$ cat config.mk
export PLATFORM = sky130hd
export DESIGN_NAME = fp_add_seq
export DESIGN_NICKNAME = d
export VERILOG_FILES = /design/src/rtl/fp_add_seq.sv
export SDC_FILE = /design/constraint.sdc
export NUM_CORES = 1
export LEC_CHECK = 0
export CORE_MARGIN = 2
export CORE_UTILIZATION = 30
export CTS_CLUSTER_DIAMETER = 150
export DETAILED_ROUTE_END_ITERATION = 6
export MAX_ROUTING_LAYER = met4
export PLACE_DENSITY = 0.54
export REMOVE_ABC_BUFFERS = 1
export SYNTH_ARGS = -nofsm -noshare
export SYNTH_HDL_FRONTEND = slang
export SYNTH_SLANG_ARGS = --single-unit
export TNS_END_PERCENT = 100
$ cat constraint.sdc
create_clock -name Clock -period 4.15 [get_ports Clock]
set_input_delay 1.245 -clock Clock [delete_from_list [all_inputs] [get_ports Clock]]
set_output_delay 1.245 -clock Clock [all_outputs]
set_load 0.005 [all_outputs]
$ cat src/rtl/fp_add_seq.sv
// Multi-cycle FP32 adder: unpack, align, add via bigalu, normalize, pack.
// One operation in flight; Start/Ready/Done handshake; truncating, no rounding.

module bigalu #(
    parameter int N = 24
) (
    input  logic [N-1:0] fracA,
    input  logic [N-1:0] fracB,
    input  logic         signA,
    input  logic         signB,
    output logic [N:0]   mag,
    output logic         sign,
    output logic         zero
);
    always_comb begin
        mag  = '0;
        sign = signA;
        if (signA == signB) begin
            mag = {1'b0, fracA} + {1'b0, fracB};
        end else if (fracA >= fracB) begin
            mag = {1'b0, fracA} - {1'b0, fracB};
        end else begin
            mag  = {1'b0, fracB} - {1'b0, fracA};
            sign = signB;
        end
        zero = (mag == '0);
    end
endmodule

module fp_add_seq #(
    parameter int MAXSHIFT = 25
) (
    input  logic        Clock,
    input  logic        Reset_n,
    input  logic        Start,
    input  logic [31:0] A,
    input  logic [31:0] B,
    output logic        Ready,
    output logic        Done,
    output logic [31:0] Result,
    output logic        Overflow
);
    typedef enum logic [2:0] {IDLE, ALIGN, ADD, NORM, DONE} state_t;

    localparam logic [7:0] MaxShift = 8'(MAXSHIFT);

    state_t      state, stateNext;
    logic        signA, signB, ccn;
    logic [23:0] fracA, fracB, frac;
    logic [7:0]  diff;
    logic [8:0]  expR;

    logic        loadRes, ovfNext;
    logic [31:0] resNext;

    logic [7:0]  expAIn, expBIn;
    logic [23:0] fracAIn, fracBIn;
    logic        nanIn, swapIn;

    logic [24:0] aluMag;
    logic        aluSign, aluZero;

    assign expAIn  = A[30:23];
    assign expBIn  = B[30:23];
    assign fracAIn = (expAIn == 8'd0) ? 24'd0 : {1'b1, A[22:0]};
    assign fracBIn = (expBIn == 8'd0) ? 24'd0 : {1'b1, B[22:0]};
    assign nanIn   = (expAIn == 8'hFF) || (expBIn == 8'hFF);
    assign swapIn  = expBIn > expAIn;

    bigalu #(.N(24)) uAlu (
        .fracA (fracA),
        .fracB (fracB),
        .signA (signA),
        .signB (signB),
        .mag   (aluMag),
        .sign  (aluSign),
        .zero  (aluZero)
    );

    assign Ready = (state == IDLE);
    assign Done  = (state == DONE);

    // Result/Overflow load on the edge entering DONE so they are valid while Done is high.
    always_comb begin
        stateNext = state;
        loadRes   = 1'b0;
        resNext   = 32'h0;
        ovfNext   = 1'b0;
        case (state)
            IDLE: begin
                if (Start) begin
                    if (nanIn) begin
                        stateNext = DONE;
                        loadRes   = 1'b1;
                        resNext   = 32'h7FC00000;
                    end else begin
                        stateNext = ALIGN;
                    end
                end
            end
            ALIGN: begin
                if (diff == 8'd0) stateNext = ADD;
            end
            ADD: begin
                if (aluZero) begin
                    stateNext = DONE;
                    loadRes   = 1'b1;
                end else begin
                    stateNext = NORM;
                end
            end
            NORM: begin
                if (expR == 9'd255) begin
                    stateNext = DONE;
                    loadRes   = 1'b1;
                    resNext   = {ccn, 8'hFF, 23'd0};
                    ovfNext   = 1'b1;
                end else if (frac[23]) begin
                    stateNext = DONE;
                    loadRes   = 1'b1;
                    resNext   = {ccn, expR[7:0], frac[22:0]};
                end else if (expR == 9'd1) begin
                    stateNext = DONE;
                    loadRes   = 1'b1;
                end
            end
            DONE:    stateNext = IDLE;
            default: stateNext = IDLE;
        endcase
    end

    always_ff @(posedge Clock) begin
        if (!Reset_n) begin
            state    <= IDLE;
            Result   <= 32'h0;
            Overflow <= 1'b0;
            signA    <= 1'b0;
            signB    <= 1'b0;
            ccn      <= 1'b0;
            fracA    <= 24'd0;
            fracB    <= 24'd0;
            frac     <= 24'd0;
            diff     <= 8'd0;
            expR     <= 9'd0;
        end else begin
            state <= stateNext;
            if (loadRes) begin
                Result   <= resNext;
                Overflow <= ovfNext;
            end
            case (state)
                IDLE: begin
                    if (Start && !nanIn) begin
                        signA <= swapIn ? B[31]   : A[31];
                        signB <= swapIn ? A[31]   : B[31];
                        fracA <= swapIn ? fracBIn : fracAIn;
                        fracB <= swapIn ? fracAIn : fracBIn;
                        diff  <= swapIn ? (expBIn - expAIn) : (expAIn - expBIn);
                        expR  <= {1'b0, swapIn ? expBIn : expAIn};
                    end
                end
                ALIGN: begin
                    if (diff >= MaxShift) begin
                        fracB <= 24'd0;
                        diff  <= 8'd0;
                    end else if (diff != 8'd0) begin
                        fracB <= fracB >> 1;
                        diff  <= diff - 8'd1;
                    end
                end
                ADD: begin
                    ccn <= aluSign;
                    if (aluMag[24]) begin
                        frac <= aluMag[24:1];
                        expR <= expR + 9'd1;
                    end else begin
                        frac <= aluMag[23:0];
                    end
                end
                NORM: begin
                    if (stateNext == NORM) begin
                        frac <= frac << 1;
                        expR <= expR - 9'd1;
                    end
                end
                default: ;
            endcase
        end
    end
endmodule

After elaboration in Yosys (flattened, before gate mapping)
Index checks and enable logic that the tools add are counted.

storage, ports and cells
  flip-flop bits (word level) = 128
  bits in latches = 0
  bits in writable memories = 0
  memory bits (read-only) = 0
  logic and storage cells = 101
  memories kept = 0

operators by class
  add/subtract/negate cells = 8
  multiply operators = 0
  divide/modulo/power cells = 0
  order comparisons = 3
  equality and inequality tests = 14
  shifts and indexed selects = 0
  mux-type cells = 49
  bitwise logic cells = 0
  reductions and logical operators = 16

operators with widths
  kind                                                                    count
  24-bit two-way mux                                                      9
  24-bit case mux with 2 select lines                                     2
  32-bit two-way mux                                                      2
  32-bit case mux with 2 select lines                                     1
  31-bit two-way mux                                                      2
  25-bit two-way mux                                                      2
  24-bit by 24-bit subtractor with 25-bit output                          2
  8-bit two-way mux                                                       5
  9-bit two-way mux                                                       3
  9-bit case mux with 3 select lines                                      1
  24-bit by 24-bit adder with 25-bit output                               1
  25-bit logical NOT                                                      1
  24-bit >= comparator                                                    1
  8-bit logical NOT                                                       3
  3-bit two-way mux                                                       7
  8-bit equality test (second input constant)                             2
  8-bit case mux with 2 select lines                                      1
  8-bit subtractor                                                        2
  1-bit two-way mux                                                       12
  3-bit case mux with 4 select lines                                      1
  9-bit by 1-bit adder with 9-bit output (second input constant)          1
  3-bit by 2-bit equality test with 1-bit output (second input constant)  3
  9-bit by 1-bit equality test with 1-bit output (second input constant)  1
  9-bit by 8-bit equality test with 1-bit output (second input constant)  1
  other kinds (21)                                                        24

Longest topological paths before layout
Gate-level depths: netlist (run 1).

  depth in word-level cells = 9
  mapped depth = 20
  depth with buffers taken out = 16

Modules after synthesis
From an unflattened synthesis (run 1), not the netlist that was laid out.

unflattened totals
  cell total of the unflattened synthesis = 1518
  area, all modules = 11447.2 um^2

by module, submodules not included
  module      instances  cells an instance  area each (um^2)  seq. area each (um^2)
  fp_add_seq  1          909                7161.9            2562.5
  bigalu      1          609                4285.4            0.0

Worst setup path before layout (run 1)
OpenSTA, ideal clock, no wires.

  path kind = input to register
  start = input port B[23]
  end = register fracA[21]
  setup time = 0.116 ns
  arrival time = 4.202 ns
  data required time = 4.034 ns
  path slack = -0.168 ns
  stages = 16
  path through = inv_1 ha_1 fa_1 nor2b_1 o21ai_0 a21oi_1 o21ai_0 a21boi_0 o21a_1 o32a_1 clkbuf_1 buf_1 clkbuf_1 buf_1 o211ai_1 o211a_1

between the ends
  word-level cells in the longest chain between the ends = 5
  elaborated cells between the ends (all ways) = 9
  classes of those cells = 1 x order compare; 1 x eq/ne; 2 x mux; 5 x reduce/logical

RTL lines
  item                                                                   RTL line  source
  start, declared                                                        37        input logic [31:0] B,
  branches (longest 5 deep; another with 8-bit greater-than comparator)  n/a
  end signal, assigned                                                   156       fracA <= swapIn ? fracBIn : fracAIn;
  end, declared                                                          49        logic [23:0] fracA, fracB, frac;

Parallel ways; which one is timed is not known.
A chain may end at the register's enable or synchronous reset.

Worst setup path in the final report (run 1)
  start = register fracB[0]
  end = register Result[14]

between the ends
  word-level cells in the longest chain between the ends = 6
  elaborated cells between the ends (all ways) = 9
  classes of those cells = 3 x add/sub; 1 x order compare; 4 x mux; 1 x reduce/logical

RTL lines
  item                                                                    RTL line  source
  start, declared                                                         49
  start signal, assigned                                                  157       fracB <= swapIn ? fracAIn : fracBIn;
  start signal, assigned                                                  167       fracB <= fracB >> 1;
  24-bit by 24-bit subtractor with 25-bit output (tied with other cells)  23        mag = {1'b0, fracB} - {1'b0, fracA};
  25-bit two-way mux                                                      20        end else if (fracA >= fracB) begin
  25-bit two-way mux (*)                                                  18        if (signA == signB) begin
  25-bit logical NOT (*)                                                  26        zero = (mag == '0);
  1-bit two-way mux (*)                                                   105       if (aluZero) begin
  1-bit case mux with 3 select lines (*)                                  89        case (state)
  end signal, assigned                                                    148       Result <= resNext;
  end, declared                                                           40        output logic [31:0] Result,

Mark *: on every way between the ends. The rest lies on a longest branch, timed or not.

==> results.md, run 1 <==
Status:
- The flow ran to the end, and the final reports show no timing, DRC or antenna violations.

Final layout:
- Compared with the post-synthesis result, the final layout area differs by 40.2%.
- The most common library cell in the layout ignoring fill and taps is buf_4.
- The repair_antennas step left the layout with diodes totalling 0.
- In the layout the commonest cells are 271 x buf_4, 140 x nor2_1, 140 x nand2_1.
- Summing all flip-flop and latch instances after layout gives ~2600 um^2.
- In the final layout, the multi-input gates occupy 8740 um^2.
- The fraction of final layout cells with drive strength greater than 1 is 0.238.
- After filler insertion, the fill cell instance count of the layout stands at 3997.
- The finished layout holds 2395 standard cells, fillers aside.
- For this run, the post-layout net count is 2030.

Synth:
- The synthesized design contains 0 enable-type register cells.
- During synthesis, Yosys emitted a total of 0 warnings.
- The area of the mapped netlist is between 10000 and 15000 um^2.
- The async set-or-reset flop fraction in the synthesized netlist is 0.
- For this run, the register share of the synthesized area comes to 0.220.
- The synthesized-area fraction occupied by ao, oa, aoi and oai cells is 0.328.
- The main combinational cell family by area after synthesis is compound AO/OA/AOI/OAI gates.
- The area fraction in and, or, nand and nor cells after synthesis is 0.212.
- The share of synthesized area spent on multiplexers is 0.0294.
- The leading register cell type out of synthesis is dfxtp_1.
- Counting every instance in the synthesized netlist gives 1575.
- The register bit total from synthesis is 128.
- Of the total synthesized cell area, the portion taken by full adders, half adders and majority gates is 0.110.
- The synthesized area per cell is 7.39 um^2.
- The post-synthesis cell type count is slightly below 90.
- The xor/xnor share of the synthesized area is 0.0211.

Route:
- After detailed routing, the total wire length is 44.3 mm.
- The first-pass detailed-route iteration total is 5.
- For this run, design rule violations remaining after detail routing come to 0.
- The total number of vias is approximately 13000.
- The number of nets with antenna violations after routing is 0.
- In this run, the number of DRC markers left after iteration 0 of detailed routing was 786.
- The detailed-route vias per instance is 5.44.
- After detailed routing, the average wire length per cell comes to 18.5 um.

Setup path:
- Of all nets on the critical path, the largest fanout is 8.
- The sort of element at the start of the critical path is a flip-flop.
- The worst setup path is captured at a flip-flop.
- Among cell families on the critical path, the largest total delay comes from compound AO/OA/AOI/OAI gates.
- On the critical path, the stage with the largest delay is an instance of a221o_1.
- The register-to-register setup slack is 0.04 ns.
- STA puts the critical path data required time at 4.47 ns.
- The most critical setup path has its startpoint at fracB[0]$_SDFFE_PN0P_.
- The signal on the critical path passes through inv_1 -> ha_2 -> inv_1 -> fa_2 -> a21o_1 -> a221o_1 -> a21oi_2 -> o221a_2 -> a31oi_1 -> a22oi_2 -> xnor2_2 -> nor4b_2 -> nand4_1 -> nor4_4 -> a21oi_4 -> clkbuf_16 -> a32o_1.
- The cell that appears most often on the critical path is inv_1.
- The critical path crosses 17 cells after its start point.
- The worst register-to-register path begins at fracB[0]$_SDFFE_PN0P_.
- Data arrives at the worst endpoint at roughly 4.4 ns.
- The delay contributed by the slowest stage of the critical path is just under 0.4 ns.
- Measured in cells, the most critical reg-to-reg path has a length of 17.
- The critical path is of the reg -> reg type.
- The end of the worst register-to-register path is Result[14]$_SDFFE_PN0P_.
- The end point of the critical path is Result[14]$_SDFFE_PN0P_.
- Counting both buffers and inverters, the worst setup path holds a total of 3.

Clocking:
- Buffers inserted to repair hold after CTS numbered 0.
- The number of clock buffers added by TritonCTS is 17.
- CTS built an H-tree with a depth of 4.
- TritonCTS built the clock tree.
- The clock network latency to the later pin of the worst-skew pair is approximately 0.44 ns.
- The clock passes through at most 2 buffers.
- Clock tree synthesis found a total of 128 sinks.
- The buffer cell driving the clock tree root is clkbuf_16.
- The CTS clock-pin slew for the worst setup and hold paths is about 0.07 ns.

Floorplanning:
- The total area inside the core boundary comes to 38500 um^2.
- In this run the vertical extent of the chip is around 200 um.
- For this configuration, the core starts out at a cell density of 0.302.
- The die covers 40400 um^2.
- Pin placement for this block handled 102 I/O pins.
- The standard-cell row count is 72.
- From left edge to right edge, the die measures approximately 200 um.

STA:
- The number of pins exceeding their max-slew limit in the final report is 0.
- The post-route clock period utilization is 0.989.
- Setup repair after global routing could not meet its margin everywhere.
- The setup violation total in the final timing report is 0.
- The clock arrives with about 0.021 ns of skew.
- The remaining max-slew budget at the tightest pin is 0.366.
- For the pin with the worst max-slew slack, the measured transition is 0.951 ns.
- The count of final hold-check violations came to 0.
- The final-layout setup total negative slack is 0 ns.
- The setup slack after layout is 0.0441 ns.
- The worst path in the final design needs a cycle of 4.11 ns, including I/O delays and setup.
- Derived from the worst setup path, the maximum achievable clock frequency is 244 MHz.

GRT:
- The largest net degree at the start of global routing is 82.
- The via count of the first global-routing pass is 12223.
- The initial antenna violation count is 0.
- For this run the aggregate overflow at the end of global routing stands at 0.
- The wire length of the first global-routing pass is between 60 and 70 mm.
- For this run, the total global-route usage over all layers was measured as 0.214.

Run:
- The max-cap violation count is 0.

Place:
- Routability-driven placement finished with a final weighted congestion of 0.927.
- Detailed placement finished with a half-perimeter wire length of between 30 and 40 mm.
- The total placed cells including tap cells is 2339.
- The pre-CTS setup slack is -0.362 ns.
- The number of port buffers is between 100 and 150.

Power and ir drop:
- The maximum resistive drop on vdd is 370 uV.
- Dividing total power by cell area gives a power density of between 800 and 900 nW/um^2.
- For this design the static power due to leakage is 0.00699 uW.

Worst hold path:
- The worst hold path belongs to the class reg -> reg.
-- synthesized netlist by cell type (all sizes together) (31+ instances only) --
cell,n,area share
ha,94,0.10
buf,36,0.018
nand2,142,0.046
nor2,141,0.046
inv,102,0.033
a21oi,136,0.059
o211ai,39,0.025
clkbuf,83,0.027
nand3,66,0.028
a221oi,31,0.024
dfxtp,128,0.22
o21ai,97,0.042
-- layout make-up --
class / count / share of cell area
clock inverter: 13 / 0.00913
inverter: 105 / 0.0242
timing repair buffer: 389 / 0.206
clock buffer: 19 / 0.0278
sequential: 128 / 0.157
tap: 518 / 0.0397
multi-input combinational: 1223 / 0.536
-- report_power, final --
part,internal (uW),leakage (uW),switching (uW),total [uW]
clock network,927,0.000287,657,1580
logic,4880,0.00566,5880,10800
registers,1540,0.00105,333,1870
total,7340,0.00699,6870,14200
-- through the flow --
step	total power (uW)	util	area (um^2)	hold WS (ns)
global placement	11400	0.387	14900	0.456
global route	15200	0.424	16300	0.492
CTS	13100	0.404	15500	0.477
detailed placement	11400	0.387	14900	0.461
finish	14200	0.424	16300	0.471
floorplan	7000	-	11100	0.446
-- cell families after synthesis --
family | count (synthesis)
flops | 128
mux | 33
compound gates | 553
simple gates | 510
buf+inv | 224
fa+ha+maj | 99
xor+xnor | 28
-- worst min path at each step --
stage	start	to	cells past startpoint
finish	Result[28]$_SDFFE_PN0P_	Result[28]$_SDFFE_PN0P_	1
global placement	Result[27]$_SDFFE_PN0P_	Result[27]$_SDFFE_PN0P_	1
detailed placement	Result[30]$_SDFFE_PN0P_	Result[30]$_SDFFE_PN0P_	1
floorplan	frac[20]$_SDFFE_PN0P_	frac[20]$_SDFFE_PN0P_	2
CTS	Result[30]$_SDFFE_PN0P_	Result[30]$_SDFFE_PN0P_	1
global route	Result[29]$_SDFFE_PN0P_	Result[29]$_SDFFE_PN0P_	1
-- routing by layer --
metal | part of all wire | track usage | vias to the layer above
met2 | 0.45 | 0.331 | 318
met4 | 0.018 | 0.0558 | 0
met3 | 0.043 | 0.0304 | 46
met1 | 0.49 | 0.292 | 6287
li1 | - | - | 6384
met5 | 0 | - | -
-- worst register-to-register path: cells and delay by family (launching register included) --
family,cells,cell delay [ns]
flip-flops,1,0.31
AND/OR/NAND/NOR,3,0.86
buffers and inverters,3,0.32
AO/OA/AOI/OAI,8,1.82
XOR/XNOR,1,0.15
adder cells (fa/ha/maj),2,0.51
-- what timing repair did --
item                       CTS  global route
setup endpoints to repair   40            81
gates resized for setup     12           111
cloned                       0             6
pin swaps                    0            37
buffers inserted             0            18
-- state kept, by name, summed over array words and instances, names as in the netlist --
| signal | cells |
|---|---|
| diff | 8 |
| signB | 1 |
| frac | 24 |
| signA | 1 |
| state | 3 |
| Overflow | 1 |
| expR | 9 |
| Result | 32 |
| ccn | 1 |
| fracB | 24 |
| fracA | 24 |
No activity file was read; power rests on OpenSTA's default activity.
==> run 2: changes to the inputs <==
--- a/config.mk
+++ b/config.mk
@@ -7,10 +7,10 @@
 export LEC_CHECK = 0
 export CORE_MARGIN = 2
 export CORE_UTILIZATION = 30
-export CTS_CLUSTER_DIAMETER = 150
 export DETAILED_ROUTE_END_ITERATION = 6
+export HOLD_SLACK_MARGIN = 0.02
 export MAX_ROUTING_LAYER = met4
-export PLACE_DENSITY = 0.54
+export PLACE_DENSITY = 0.52
 export REMOVE_ABC_BUFFERS = 1
 export SYNTH_ARGS = -nofsm -noshare
 export SYNTH_HDL_FRONTEND = slang
==> constraint.sdc (replaced) <==
create_clock -name Clock -period 3.9 [get_ports Clock]
set_input_delay 1.17 -clock Clock [delete_from_list [all_inputs] [get_ports Clock]]
set_output_delay 1.17 -clock Clock [all_outputs]
set_load 0.005 [all_outputs]
==> results.md, run 2 (synthesis results as in run 1) <==
Status:
- Status: complete, but fails checks (was complete, no violations).
- The checks that failed: negative setup slack.

Route:
- The first-pass detailed-route iteration total is 5 (unchanged).
- The DRC marker count from the first detailed-route iteration is 821 (was 786).
- The detailed-route wire length per cell was 18.2 um (was 18.5 um).
- The routed wire length came to 45.2 mm (was 44.3 mm).
- The total number of vias is 13329 (was 13035).
- The number of nets with antenna violations after routing is 0 (unchanged).
- The post-route DRC violation count is 0 (unchanged).
- The detailed-route vias per instance is 5.36 (was 5.44).

STA:
- The remaining max-slew budget at the tightest pin is 0.446 (was 0.366).
- The worst setup skew after layout is 0.0155 ns (was 0.0208 ns).
- The number of pins exceeding their max-slew limit in the final report was 0 (unchanged).
- The setup slack after layout is -0.185 ns (was 0.0441 ns).
- The setup violation total in the final timing report is 35 (was 0).
- The count of final hold-check violations came to 0 (unchanged).
- Unrepaired setup endpoints after global routing: true (unchanged).
- The slew of the pin with the lowest slew margin came to 0.830 ns (was 0.951 ns).
- The post-route clock period utilization is 1.05 (was 0.989).
- The maximum frequency from static timing analysis was 245 MHz (was 244 MHz).
- The post-layout minimum cycle time is 4.08 ns (was 4.11 ns).

Place:
- The routability-driven placement congestion ratio was 0.959 (was 0.927).
- The number of port buffers is 101 (unchanged).
- The pre-CTS setup slack is -0.571 ns (was -0.362 ns).
- The half-perimeter wire length of the detailed placement result is 34.2 mm (was 33.5 mm).

Clocking:
- The number of buffers created by CTS is 17 (unchanged).
- The number of hold buffers added after CTS is 0 (unchanged).
- The sink count of the clock tree is 128 (unchanged).
- The number of levels the H-tree was split into was 4 (unchanged).
- The CTS clock-pin slew for the worst setup and hold paths is 0.07 ns (about the same).
- The clock network latency to the later pin of the worst-skew pair is 0.45 ns (was 0.44 ns).
- The clock tree buffer depth was 2 (unchanged).
- The buffer cell driving the clock tree root is clkbuf_16 (unchanged).
- The clock tree from TritonCTS is built (unchanged).

Worst hold path:
- The path class of the lowest-slack min-delay path was reg -> reg (unchanged).
- The launch point of the worst hold path is Result[27]$_SDFFE_PN0P_ (was Result[28]$_SDFFE_PN0P_).
- The hold path endpoint is Result[27]$_SDFFE_PN0P_ (was Result[28]$_SDFFE_PN0P_).
- The worst hold path cell count came to 1 (unchanged).

Setup path:
- The peak fanout along the critical path was 16 (was 8).
- The number of buffer and inverter instances along the worst setup path was 5 (was 3).
- The launch point of the critical path is fracA[19]$_SDFFE_PN0P_ (was fracB[0]$_SDFFE_PN0P_).
- The end of the worst register-to-register path was Result[14]$_SDFFE_PN0P_ (unchanged).
- The kind of critical path was reg -> reg (unchanged).
- Series of cell instances along the critical path: inv_2 -> ha_4 -> buf_6 -> nand4_1 -> nor4_2 -> a21oi_2 -> buf_4 -> and2_4 -> buf_12 -> a221oi_4 -> o32ai_2 -> xor2_2 -> nor4b_2 -> nand4_1 -> nor4_4 -> a21oi_4 -> clkbuf_16 -> a32o_1 (was inv_1 -> ha_2 -> inv_1 -> fa_2 -> a21o_1 -> a221o_1 -> a21oi_2 -> o221a_2 -> a31oi_1 -> a22oi_2 -> xnor2_2 -> nor4b_2 -> nand4_1 -> nor4_4 -> a21oi_4 -> clkbuf_16 -> a32o_1).
- The library cell appearing most often on the critical path is nand4_1 (was inv_1).
- The worst path arrival time was 4.42 ns (about the same).
- The family of cells with the greatest summed delay on the critical path is simple AND/OR/NAND/NOR gates (was compound AO/OA/AOI/OAI gates).
- The worst-case reg-to-reg path depth came to 18 (was 17).
- The endpoint required time on the critical path was 4.24 ns (was 4.47 ns).
- The delay contributed by the slowest stage of the critical path is 0.33 ns (was 0.39 ns).
- The reg-to-reg critical path startpoint is fracA[19]$_SDFFE_PN0P_ (was fracB[0]$_SDFFE_PN0P_).
- The critical-path cell with the highest stage delay is dfxtp_2 (was a221o_1).
- The register-to-register setup slack is -0.18 ns (was 0.04 ns).
- The kind of capture point of the worst setup path is a flip-flop (unchanged).
- The sort of element at the start of the critical path was a flip-flop (unchanged).

Floorplanning:
- The width of the die is 201 um (unchanged).
- The standard-cell row count is 72 (unchanged).
- The total die area is 40400 um^2 (unchanged).
- The top-level port count came to 102 (unchanged).
- The area of the core is 38500 um^2 (unchanged).
- The die height is 201 um (unchanged).
- The initial standard-cell utilization of the core was 0.302 (unchanged).

GRT:
- The global-route usage over all layers is 0.226 (was 0.214).
- The met2 routing resource usage after global routing is 0.357 (was 0.331).
- The largest net degree at the start of global routing is 86 (was 82).
- The total congestion overflow came to 0 (unchanged).
- The global routing met1 resource utilization is 0.302 (was 0.292).
- The global routing usage on met3 is 0.0331 (was 0.0304).
- The global-route layer with the greatest usage is met2 (unchanged).
- The initial antenna violation count was 0 (unchanged).
- The wire length of the first global-routing pass was 70.7 mm (was 67.6 mm).
- The via count of the first global-routing pass is 12726 (was 12223).

Power and ir drop:
- The power density normalized to cell area is 924 nW/um^2 (was 871 nW/um^2).
- The maximum resistive drop on vdd is 519 uV (was 370 uV).
- The leakage power is 0.00749 uW (was 0.00699 uW).

Final layout:
- The antenna diode instance count came to 0 (unchanged).
- The layout overhead on the synthesized area is 47.8% (was 40.2%).
- Top library cells by usage in the layout, fill and taps aside: 356 x buf_4, 139 x nor2_1, 139 x nand2_1 (was 271 x buf_4, 140 x nor2_1, 140 x nand2_1).
- The final-layout fill cell count is 3870 (was 3997).
- The total number of nets in the final design is 2121 (was 2030).
- The most common library cell in the layout ignoring fill and taps was buf_4 (unchanged).
- The register with the highest flop count is Result (unchanged).
- The number of flip-flops in the largest register is 32 (unchanged).
- The share of the core filled with cells is 0.447 (was 0.424).
- The fraction of final layout cells with drive strength greater than 1 is 0.284 (was 0.238).

Run:
- The max-cap violation count is 0 (unchanged).
==> run 2: cell count changes in the layout (fill, tap and decap cells not counted), sizes merged, moves of 2 or more <==
cell	before	now
bufinv	2	4
buf	284	376
clkbuf	24	20
dlymetal6s2s	0	2
clkdlybuf4s50	100	98
==> run 2: routing by layer <==
metal | vias to the layer above | wire, um | part of all wire
met1 | 6400 | 21500 | 0.48
met4 | 0 | 884 | 0.020
met5 | - | 0 | 0
li1 | 6566 | - | -
met2 | 323 | 20600 | 0.46
met3 | 40 | 2210 | 0.049
==> run 2: worst max-delay path by stage <==
| stage | to | depth (start not counted) | slack [ns] |
|---|---|---|---|
| global placement | diff[3]$_SDFFE_PN0P_ | 16 | -0.52 |
| floorplan | diff[5]$_SDFFE_PN0P_ | 15 | -2.19 |
| finish | Result[14]$_SDFFE_PN0P_ | 18 | -0.18 |
| global route | Result[14]$_SDFFE_PN0P_ | 16 | -0.33 |
| CTS | Result[6]$_SDFFE_PN0P_ | 19 | -0.15 |
| detailed placement | diff[3]$_SDFFE_PN0P_ | 16 | -0.57 |
==> run 2: report_power, final <==
part           internal [uW]  total [uW]  switching (uW)
combinational           5680       12100            6450
clock                   1080        1770             691
sequential              1640        1980             343
total                   8400       15900            7480
==> run 2: worst register-to-register path: stages, from the launching register on <==
cell and delay, ns:
dfxtp_2 0.33, inv_2 0.05, ha_4 0.28, buf_6 0.11, nand4_1 0.24, nor4_2 0.32, a21oi_2 0.11, buf_4 0.15
and2_4 0.19, buf_12 0.14, a221oi_4 0.27, o32ai_2 0.13, xor2_2 0.20, nor4b_2 0.28, nand4_1 0.26, nor4_4 0.27
a21oi_4 0.15, clkbuf_16 0.23, a32o_1 0.26
==> run 2: cell type report <==
cell class	count	area, um^2	share of cell area
multi-input cells	1224	8850	0.515
repair buffers	479	4090	0.238
flip-flops and latches	128	2570	0.150
well taps	518	648	0.0377
clock buffers	18	429	0.0250
inverters	105	394	0.0229
clock inverters	14	201	0.0117
==> run 2: through the flow <==
stage	hold slack, ns	total power [uW]	area [um^2]	instances	setup TNS (ns)
floorplan	0.446	7450	11100	1456	-115.07
global route	0.500	17000	17200	2486	-10.36
global placement	0.455	12700	15500	2425	-36.04
finish	0.472	15900	17200	2486	-4.48
CTS	0.476	15100	16500	2470	-4.02
detailed placement	0.462	12800	15500	2425	-41.16
==> run 2: repair_timing <==
action                     4_1_cts  5_1_grt
setup endpoints to repair       94      114
pin swaps                       13       41
gates resized for setup         52      117
setup buffers                   11       13
gates cloned                     2        3
==> run 3: changes to the inputs <==
--- a/config.mk
+++ b/config.mk
@@ -10,7 +10,7 @@
 export DETAILED_ROUTE_END_ITERATION = 6
 export HOLD_SLACK_MARGIN = 0.02
 export MAX_ROUTING_LAYER = met4
-export PLACE_DENSITY = 0.52
+export PLACE_DENSITY = 0.54
 export REMOVE_ABC_BUFFERS = 1
 export SYNTH_ARGS = -nofsm -noshare
 export SYNTH_HDL_FRONTEND = slang
==> constraint.sdc (replaced) <==
create_clock -name Clock -period 3.9 [get_ports Clock]
set_input_delay 1.17 -clock Clock [delete_from_list [all_inputs] [get_ports Clock]]
set_output_delay 1.17 -clock Clock [all_outputs]
set_load 0.01 [all_outputs]
==> results.md, run 3 (synthesis results as in run 1) <==
STA:
- The setup violation total in the final timing report is 35 (unchanged).
- The final-layout setup total negative slack came to -3.67 ns (was -4.48 ns).
- The post-layout minimum cycle time is 4.03 ns (was 4.08 ns).
- The setup slack after layout is -0.133 ns (was -0.185 ns).
- The count of final hold-check violations is 0 (unchanged).
- The maximum frequency from static timing analysis is 248 MHz (was 245 MHz).
- The post-route clock period utilization was 1.03 (was 1.05).
- The worst setup skew after layout came to 0.0126 ns (was 0.0155 ns).
- The number of pins exceeding their max-slew limit in the final report was 0 (unchanged).
- The remaining max-slew budget at the tightest pin is 0.340 (was 0.446).
- Unrepaired setup endpoints after global routing: true (unchanged).
- The slew of the pin with the lowest slew margin came to 0.989 ns (was 0.830 ns).

GRT:
- The wire length of the first global-routing pass was 69.8 mm (was 70.7 mm).
- The via count of the first global-routing pass came to 12842 (was 12726).
- The global-route usage over all layers was 0.219 (was 0.226).
- The total congestion overflow came to 0 (unchanged).
- The largest net degree at the start of global routing is 91 (was 86).
- The initial antenna violation count is 0 (unchanged).

Floorplanning:
- The die height is 201 um (unchanged).
- The width of the die is 201 um (unchanged).
- The initial standard-cell utilization of the core is 0.302 (unchanged).
- The top-level port count was 102 (unchanged).
- The total die area is 40400 um^2 (unchanged).
- The standard-cell row count was 72 (unchanged).
- The area of the core is 38500 um^2 (unchanged).

Route:
- The post-route DRC violation count is 0 (unchanged).
- The detailed-route vias per instance is 5.40 (was 5.36).
- The detailed-route wire length per cell is 18.4 um (was 18.2 um).
- The routed wire length is 46.5 mm (was 45.2 mm).
- The DRC marker count from the first detailed-route iteration is 894 (was 821).
- The first-pass detailed-route iteration total is 5 (unchanged).
- The number of nets with antenna violations after routing is 0 (unchanged).
- The total number of vias is 13643 (was 13329).

Setup path:
- Series of cell instances along the critical path: inv_2 -> ha_4 -> inv_2 -> fa_2 -> a21o_1 -> a221o_1 -> a21oi_2 -> buf_4 -> o221a_4 -> a31oi_4 -> a22oi_2 -> xnor2_2 -> nor4b_2 -> nand4_1 -> nor4_2 -> a21oi_2 -> buf_6 -> buf_16 -> a32o_1 (was inv_2 -> ha_4 -> buf_6 -> nand4_1 -> nor4_2 -> a21oi_2 -> buf_4 -> and2_4 -> buf_12 -> a221oi_4 -> o32ai_2 -> xor2_2 -> nor4b_2 -> nand4_1 -> nor4_4 -> a21oi_4 -> clkbuf_16 -> a32o_1).
- The worst path arrival time is 4.36 ns (was 4.42 ns).
- The endpoint required time on the critical path came to 4.23 ns (was 4.24 ns).
- The worst-case reg-to-reg path depth is 19 (was 18).
- The register-to-register setup slack came to -0.13 ns (was -0.18 ns).
- The critical-path cell with the highest stage delay is a221o_1 (was dfxtp_2).
- The kind of capture point of the worst setup path is a flip-flop (unchanged).
- The kind of critical path is reg -> reg (unchanged).
- The delay contributed by the slowest stage of the critical path came to 0.38 ns (was 0.33 ns).
- The peak fanout along the critical path is 5 (was 16).
- The reg-to-reg critical path startpoint is fracB[0]$_SDFFE_PN0P_ (was fracA[19]$_SDFFE_PN0P_).
- The sort of element at the start of the critical path is a flip-flop (unchanged).
- The end of the worst register-to-register path is Result[20]$_SDFFE_PN0P_ (was Result[14]$_SDFFE_PN0P_).

Clocking:
- The number of levels the H-tree was split into is 4 (unchanged).
- The clock tree from TritonCTS is built (unchanged).
- The clock tree buffer depth was 2 (unchanged).
- The sink count of the clock tree was 128 (unchanged).
- The clock network latency to the later pin of the worst-skew pair was 0.44 ns (was 0.45 ns).
- The number of buffers created by CTS came to 17 (unchanged).
- The buffer cell driving the clock tree root is clkbuf_16 (unchanged).
- The number of hold buffers added after CTS is 0 (unchanged).
- The CTS clock-pin slew for the worst setup and hold paths came to 0.06 ns (was 0.07 ns).

Worst hold path:
- The path class of the lowest-slack min-delay path is reg -> reg (unchanged).
- The worst hold path cell count is 1 (unchanged).
- The launch point of the worst hold path is Result[25]$_SDFFE_PN0P_ (was Result[27]$_SDFFE_PN0P_).
- The hold path endpoint was Result[25]$_SDFFE_PN0P_ (was Result[27]$_SDFFE_PN0P_).

Place:
- The half-perimeter wire length of the detailed placement result is 33.7 mm (was 34.2 mm).
- The number of port buffers is 101 (unchanged).
- The total placed cells including tap cells is 2439 (was 2425).
- The routability-driven placement congestion ratio came to 0.956 (was 0.959).

Power and ir drop:
- The total power after layout is 16700 uW (was 15900 uW).
- The leakage power is 0.00779 uW (was 0.00749 uW).
- The portion of total power attributed to combinational logic was 0.780 (was 0.764).
- The power density normalized to cell area is 935 nW/um^2 (was 924 nW/um^2).
- The part of the power in registers came to 0.119 (was 0.125).
- The maximum resistive drop on vdd is 467 uV (was 519 uV).
- The total internal power is 8850 uW (was 8400 uW).
- The power spent charging and discharging nets is 7850 uW (was 7480 uW).
- The switching share of total power is 0.470 (was 0.471).
- The clock network fraction of design power came to 0.101 (was 0.111).

Final layout:
- The antenna diode instance count is 0 (unchanged).
- The layout overhead on the synthesized area is 53.5% (was 47.8%).
- The most common library cell in the layout ignoring fill and taps was buf_4 (unchanged).
- The fraction of final layout cells with drive strength greater than 1 is 0.313 (was 0.284).
- The register with the highest flop count is Result (unchanged).
- Top library cells by usage in the layout, fill and taps aside: 391 x buf_4, 141 x nand2_1, 135 x nor2_1 (was 356 x buf_4, 139 x nor2_1, 139 x nand2_1).
- The total number of nets in the final design came to 2161 (was 2121).
- The post-route non-filler standard cell count was 2526 (was 2486).
- The number of flip-flops in the largest register came to 32 (unchanged).

Run:
- The max-cap violation count is 0 (unchanged).

Status:
- Status: complete, but fails checks (unchanged).
- Violated checks: negative setup slack (unchanged).
[run 3: through the flow]
stage | cell area (um^2) | hold WS [ns] | utilization | setup slack [ns]
after global placement | 15600 | 0.455 | 0.406 | -0.513
final | 17900 | 0.487 | 0.464 | -0.133
after detailed placement | 15600 | 0.463 | 0.406 | -0.522
after floorplan | 11100 | 0.446 | - | -2.19
after global routing | 17900 | 0.504 | 0.464 | -0.307
after CTS | 16700 | 0.482 | 0.434 | -0.0885
[run 3: power by group through the flow]
| stage | clock network, uW | registers [uW] | logic (uW) |
|---|---|---|---|
| after floorplan | 0 | 1950 | 5510 |
| after global placement | 0 | 1970 | 10900 |
| after detailed placement | 0 | 1980 | 10900 |
| after CTS | 1730 | 1960 | 11500 |
| after global routing | 1780 | 2040 | 14000 |
| final | 1690 | 1990 | 13000 |
[run 3: how the worst max path moves through the flow]
stage                          start                       to  slack [ns]
5_1_grt        fracB[0]$_SDFFE_PN0P_  Result[15]$_SDFFE_PN0P_       -0.31
6_report       fracB[0]$_SDFFE_PN0P_  Result[20]$_SDFFE_PN0P_       -0.13
3_5_place_dp                   B[23]    fracB[4]$_SDFFE_PN0P_       -0.52
2_1_floorplan                  B[23]     diff[5]$_SDFFE_PN0P_       -2.19
4_1_cts        fracA[0]$_SDFFE_PN0P_   Result[4]$_SDFFE_PN0P_       -0.09
3_3_place_gp                   B[23]     diff[3]$_SDFFE_PN0P_       -0.51
[run 3: worst max-delay path: cells and delay by family, from the launching register on]
family | cells | cell delay [ns]
xor+xnor | 1 | 0.15
simple gates | 3 | 0.82
buf+inv | 5 | 0.55
compound gates | 8 | 1.57
fa+ha+maj | 2 | 0.49
flops | 1 | 0.32
[run 3: per-layer routing]
metal | wire (um) | part of all wire | track usage
met4 | 801 | 0.017 | 0.0505
met5 | 0 | 0 | -
met1 | 22200 | 0.48 | 0.298
met3 | 2000 | 0.043 | 0.0278
met2 | 21400 | 0.46 | 0.345
[run 3: final cells by class]
type,count,area [um^2]
fillers,3824,20600
well taps,518,648
repair buffers,520,4480
clock inverters,12,149
inverters,105,394
flip-flops and latches,128,2580
multi-input cells,1223,9140
clock buffers,20,467
[run 3: what timing repair did]
action / 4_1_cts / 5_1_grt
setup endpoints to repair: 89 / 124
cloned: 2 / 7
setup buffers: 11 / 37
resized for setup: 81 / 150
pin swaps: 25 / 89
